===== config.mk =====
export PLATFORM = sky130hd
export DESIGN_NAME = reg_src_const_unit
export DESIGN_NICKNAME = d
export VERILOG_FILES = /design/src/rtl/reg_src_const_unit.sv
export SDC_FILE = /design/constraint.sdc
export NUM_CORES = 1
export LEC_CHECK = 0
export CORE_UTILIZATION = 50
export CTS_CLUSTER_SIZE = 40
export DETAILED_ROUTE_END_ITERATION = 16
export DONT_BUFFER_PORTS = 1
export PLACE_DENSITY = 0.72
export SYNTH_ARGS = -nofsm -noshare
export SYNTH_HDL_FRONTEND = slang
export SYNTH_SLANG_ARGS = --single-unit

===== constraint.sdc =====
create_clock -name clk -period 1.76 [get_ports clk]
set_input_delay 0.352 -clock clk [delete_from_list [all_inputs] [get_ports clk]]
set_output_delay 0.352 -clock clk [all_outputs]
set_load 0.03 [all_outputs]

===== src/rtl/reg_src_const_unit.sv =====
// Operand source mux: passes in_data through or substitutes a writable constant-table entry.
// Latency: 1 cycle from accept to out_data; sustains one result per cycle.
// Backpressure: single output register; in_ready = !out_valid || out_ready, so a stall holds the result.
module reg_src_const_unit #(
    parameter int WIDTH = 16,
    parameter int SEL_W = 3
) (
    input  logic             clk,
    input  logic             reset,
    input  logic             in_valid,
    output logic             in_ready,
    input  logic [WIDTH-1:0] in_data,
    input  logic [SEL_W-1:0] in_sel,
    output logic             out_valid,
    input  logic             out_ready,
    output logic [WIDTH-1:0] out_data,
    output logic             out_is_const,
    input  logic             cfg_we,
    input  logic [SEL_W-1:0] cfg_addr,
    input  logic [WIDTH-1:0] cfg_data,
    output logic [15:0]      const_cnt
);

    localparam int DEPTH = 2 ** SEL_W;

    // Power-on constant set; entry 0 stands for pass-through and is never read.
    function automatic logic [WIDTH-1:0] rst_val(input int k);
        logic [WIDTH-1:0] v;
        v = '0;
        case (k)
            2:       v = WIDTH'(1);
            3:       v = WIDTH'(3);
            4:       v = WIDTH'(6);
            5:       v = WIDTH'(7);
            6:       v = WIDTH'(2);
            7:       v = WIDTH'(4);
            default: v = '0;
        endcase
        return v;
    endfunction

    logic [WIDTH-1:0] tbl_q [DEPTH];
    logic [WIDTH-1:0] tbl_d [DEPTH];
    logic             out_valid_q, out_valid_d;
    logic [WIDTH-1:0] out_data_q, out_data_d;
    logic             out_is_const_q, out_is_const_d;
    logic [15:0]      const_cnt_q, const_cnt_d;
    logic             accept;

    assign in_ready     = !out_valid_q || out_ready;
    assign out_valid    = out_valid_q;
    assign out_data     = out_data_q;
    assign out_is_const = out_is_const_q;
    assign const_cnt    = const_cnt_q;

    // Next-state: capture on accept (reading the pre-write table), drain on consume, apply config writes.
    always_comb begin
        accept         = in_valid && in_ready;
        out_valid_d    = out_valid_q;
        out_data_d     = out_data_q;
        out_is_const_d = out_is_const_q;
        const_cnt_d    = const_cnt_q;
        tbl_d          = tbl_q;

        if (accept) begin
            out_valid_d    = 1'b1;
            out_is_const_d = (in_sel != '0);
            out_data_d     = (in_sel == '0) ? in_data : tbl_q[in_sel];
            if ((in_sel != '0) && (const_cnt_q != 16'hFFFF)) begin
                const_cnt_d = const_cnt_q + 16'd1;
            end
        end else if (out_ready) begin
            out_valid_d = 1'b0;
        end

        // Entry 0 is the pass-through slot, so writes to it are dropped.
        if (cfg_we && (cfg_addr != '0)) begin
            tbl_d[cfg_addr] = cfg_data;
        end
    end

    // State registers; reset reloads the constant table and discards any held result.
    always_ff @(posedge clk) begin
        if (reset) begin
            out_valid_q    <= 1'b0;
            out_data_q     <= '0;
            out_is_const_q <= 1'b0;
            const_cnt_q    <= '0;
            for (int i = 0; i < DEPTH; i++) begin
                tbl_q[i] <= rst_val(i);
            end
        end else begin
            out_valid_q    <= out_valid_d;
            out_data_q     <= out_data_d;
            out_is_const_q <= out_is_const_d;
            const_cnt_q    <= const_cnt_d;
            tbl_q          <= tbl_d;
        end
    end

endmodule


After elaboration in Yosys (flattened, before gate mapping)
Index checks and enable logic that the tools add are counted.

operators by class
  mux-type cells = 9
  shifts and indexed selects = 0
  divide/modulo/power cells = 0
  equality and inequality tests = 1
  multiply operators = 0
  $add $sub $neg = 1
  bitwise operators = 2
  magnitude comparators = 3
  reduce and logical (&&, ||, !) cells = 11

operator list
  operator                                                  number
  bitwise mux 128 bit                                       1
  two-way mux 16 bit                                        4
  binary-select mux 16 bit (select 3 bit)                   1
  demux 16 bit (select 3 bit)                               1
  adder 16 x 1 -> 16 bit, second input constant             1
  inequality test 16 bit, second input constant             1
  greater-or-equal comparator 4 bit, second input constant  2
  NOT 3 -> 4 bit                                            2
  nonzero test 3 bit                                        2
  logical AND 1 bit                                         4
  < comparator 4 x 1 -> 1 bit, second input constant        1
  zero test 3 bit                                           1
  two-way mux 1 bit                                         2
  AND reduction 2 bit                                       1
  nonzero test 2 bit                                        1
  zero test 1 bit                                           1
  logical OR 1 bit                                          1

storage, ports and cells
  bits in writable memories = 0
  bits in registers = 162
  bits of input ports = 43
  bits in read-only memories = 0
  word-level logic and storage cells = 39
  memories kept = 0
  latch bits = 0
  output and inout port bits = 35

Logic depth before layout (Yosys ltp)
  depth after elaboration = 6
  gate-level depth with buffers = 7

Worst setup path after synthesis
OpenSTA, ideal clock, no wires.

  kind = reg-to-reg
  start point = register const_cnt_q[2] (netlist: const_cnt[2])
  end point = register const_cnt_q[11] (netlist: const_cnt[11])
  arrival = 1690 ps
  clock period less this slack = 1811 ps
  cell stages (with the launch flop) = 6
  setup time = 121 ps
  path slack = -51 ps
  cells stage by stage = dfxtp_1 and4_1 nand2_1 buf_4 nor4_1 mux2_2

on the way
  cells in the longest elaborated chain, start to end = 3
  elaborated cells on any way between the ends = 4
  those cells by class = add/sub: 1; eq/ne: 1; reduce/logical: 2

RTL lines
  item                                                            RTL line  source
  from (decl)                                                     47        logic [15:0] const_cnt_q, const_cnt_d;
  from (signal assigned)                                          96        const_cnt_q <= const_cnt_d;
  branches (longest 3 deep; another with adder 16 x 1 -> 16 bit)  n/a

Several ways; the timed one is not identified.
A chain may end at the register's enable or synchronous reset.

Worst setup path after layout
  start point = register const_cnt_q[1] (netlist: const_cnt[1])
  end point = register const_cnt_q[12] (netlist: const_cnt[12])

The elaborated chain is that of the path after synthesis.

==> flow_metrics.tcl <==
set metrics [dict create \
    numPlacedInstances 891 \
    whs_ns 0.0564 \
    fmax_mhz 599 \
    min_path_type "in2reg" \
    postSynthCellCount 732 \
    clkTransAtPathRegs_ns 0.06 \
    routabilityCongestion 0.888 \
    syn2layout_area_growth_pct 16.2 \
    netlist.area_leader.share_pct 46.7 \
    p_int_w 0.00632 \
    avgRoutedWirePerCell_um 19.3 \
    startpoint "const_cnt[1]" \
    setup_viol 0 \
    status "complete, no violations" \
    r2r-start "const_cnt[1]" \
    p_leak_nw 2.55 \
    ant_nets 0 \
    first_pass_iters 6 \
    crit_path_cell_trace "ha_1, nand4_1, buf_4, or4_1, o211a_1" \
    num-fill-cells 999 \
    clockBufferDepth 2 \
    routed_wl_um 17800 \
    p_seq_share_pct 44.0 \
    hold_viol 0 \
    via_count 5589 \
    worst_pin_slew_ns 0.714 \
    p_clk_share_pct 50.7 \
    chipWidth_um 114 \
    synth_top_area_cell "dfxtp_1" \
    pwr-share-comb_pct 5.3 \
    fin_crit_sh_pct 94.9 \
    dp_hpwl_um 11100 \
    core_mm2 0.0121 \
    io_buffers 0 \
    final_core_util_pct 60.1 \
    drc 0 \
    root_buffer "clkbuf_16" \
    crit_type "reg2reg" \
    max_slew_margin_pct 52.2 \
    chipHeight_um 114 \
    ys_ff_latch 146 \
    min_period_ns 1.67 \
    synth_cell_type_count 40 \
    clk_latency_ns 0.41 \
    grt_max_degree 110 \
    crit_path_top_delay_cell "or4_1" \
    startpoint_type "flip-flop" \
    core.rowCount 40 \
    end_kind "flip-flop" \
    rsz0062_at_grt "no" \
    globalRouteOverflowTotal 0 \
    syn_area_per_cell_um2 8.55 \
    cts_buffers 17 \
    ir_worst_vdd_mv 0.690 \
    final_area_mm2 0.00727 \
    synth_edf_count 0 \
    dr.first_iter.drc_count 663 \
    yosys_warnings 0 \
    r2r_end "const_cnt[12]" \
    reg2reg_slack_ns 0.09 \
    grt_pass1_wl_um 28500 \
    ios 78 \
    fin_nets 787 \
    cp-endpoint "const_cnt[12]" \
    die_area_mm2 0.0130 \
    synth.area.top_cells "dfxtp_1 47%, nand2_1 14%, mux4_2 12%" \
    synth_nets 776 \
    synth_commonest_cells "238 x nand2_1, 146 x dfxtp_1, 108 x a21oi_1, 32 x mux4_2, 31 x nor2_1" \
    p_sw_share_pct 20.8 \
    power_density_mw_per_mm2 1100 \
    worstPathArrival_ns 1.97 \
    clkSinkCount 146 \
    synthFlopType "dfxtp_1" \
    ys_seq_area_share_pct 46.7 \
    cts_tree "yes" \
    dpl_cell_area_mm2 0.00659 \
    r2r_cells 5 \
    fin_setup_tns_ns 0 \
    drive_above_1_share_pct 15.9 \
    layout.cells.non_filler 926 \
    maxCapViolations 0 \
    grt_use_total_pct 28.9 \
    post_cts_buffers 0 \
    h-tree-depth 4 \
    finalClockSkew_ns 0.00736 \
    cp_max_fo 14 \
    synth_most_common_cell "nand2_1" \
    power_switching_w 0.00166 \
    slew_violations 0 \
    worst_ep_required_time_ns 2.06 \
    syn_area_mm2 0.00626 \
    antenna_found_initial 1 \
    viasPerCell 6.04 \
    grt_pass1_vias 5471 \
    start_util_pct 51.7 \
    synthArstFlopShare_pct 0 \
    slowest_delay_ns 0.52 \
]
## area by class of cell
type                            instances  area [um2]  share of cell area, %
Timing Repair Buffer                   40         328                   4.51
Antenna cell                            2        5.00                 0.0688
Clock inverter                         10         204                   2.80
Tap cell                              168         210                   2.89
Inverter                                5        18.8                  0.258
Clock buffer                           22         464                   6.38
Sequential cell                       146        2930                   40.3
Multi-Input combinational cell        533        3110                   42.8
## state kept, by name, indices dropped and copies added (netlist names)
signal and count:
out_data 16, out_is_const 1, const_cnt 16, out_valid 1, tbl_q 112
## worst max-delay path, delay by kind of cell (launching register included)
family	cells	cell delay, ns
AOI/OAI and AO/OA	1	0.13
DFF	1	0.34
and+or+nand+nor	2	0.63
adders and majority gates	1	0.26
buffers and inverters	1	0.20
## cells in the final DEF, fill, tap and decap left out, types with 5 or more instances in the layout
cell and count:
mux2_2 6, dfxtp_1 140, a21oi_1 108, mux4_2 32
inv_1 5, nor2_1 31, bufinv_16 6, buf_4 37
nand2b_1 5, nor2b_1 9, nand3_1 22, o22ai_1 16
clkbuf_16 17, nand4_1 5, nand2_1 237, o21ai_0 19
dfxtp_2 6
## cell families after synthesis
logic type               count (synthesis)  share of synthesized area, %
multiplexers                            39                          12.7
AO/OA/AOI/OAI                          154                          13.3
AND/OR/NAND/NOR                        339                          23.5
buffers and inverters                   53                          3.62
flip-flops                             146                          46.7
adder cells (fa/ha/maj)                  1                         0.200
## worst min path at each step
stage / slack, ns / cells after the start / end / from
final: 0.06 / 1 / const_cnt[14] / reset
after floorplan: 0.43 / 2 / tbl_q[100] / tbl_q[100]
after global routing: 0.006 / 1 / const_cnt[14] / reset
after detailed placement: 0.42 / 1 / const_cnt[8] / reset
after CTS: 0.001 / 1 / tbl_q[66] / reset
after global placement: 0.42 / 1 / const_cnt[8] / reset
## power groups by stage
stage                     clock network (W)  registers [W]  logic (W)
after floorplan                           0        0.00358   0.000353
after global placement                    0        0.00358   0.000395
after detailed placement                  0        0.00359   0.000408
after CTS                           0.00409        0.00352   0.000420
after global routing                0.00421        0.00352   0.000459
final                               0.00405        0.00352   0.000423
## stage by stage
stage               power, W  setup WS [ns]
floorplan            0.00393        0.00241
global placement     0.00398          0.126
detailed placement   0.00399         0.0546
CTS                  0.00802         0.0297
global route         0.00819         0.0200
finish               0.00799         0.0900
## repair_timing
action / 4_1_cts / 5_1_grt
endpoints found under the hold margin: 15 / 0
gates resized for setup: 0 / 1
endpoints found under the setup margin: 0 / 4
hold buffers: 1 / 0
## routing by layer
metal,wire length [um],share of wire [%],track usage [%]
met5,0,0,0
met4,303,1.7,11.7
met3,1780,10,7.81
met2,8850,50,48.8
met1,6900,39,34.9
Note: power is estimated with default switching activity, not from simulation.
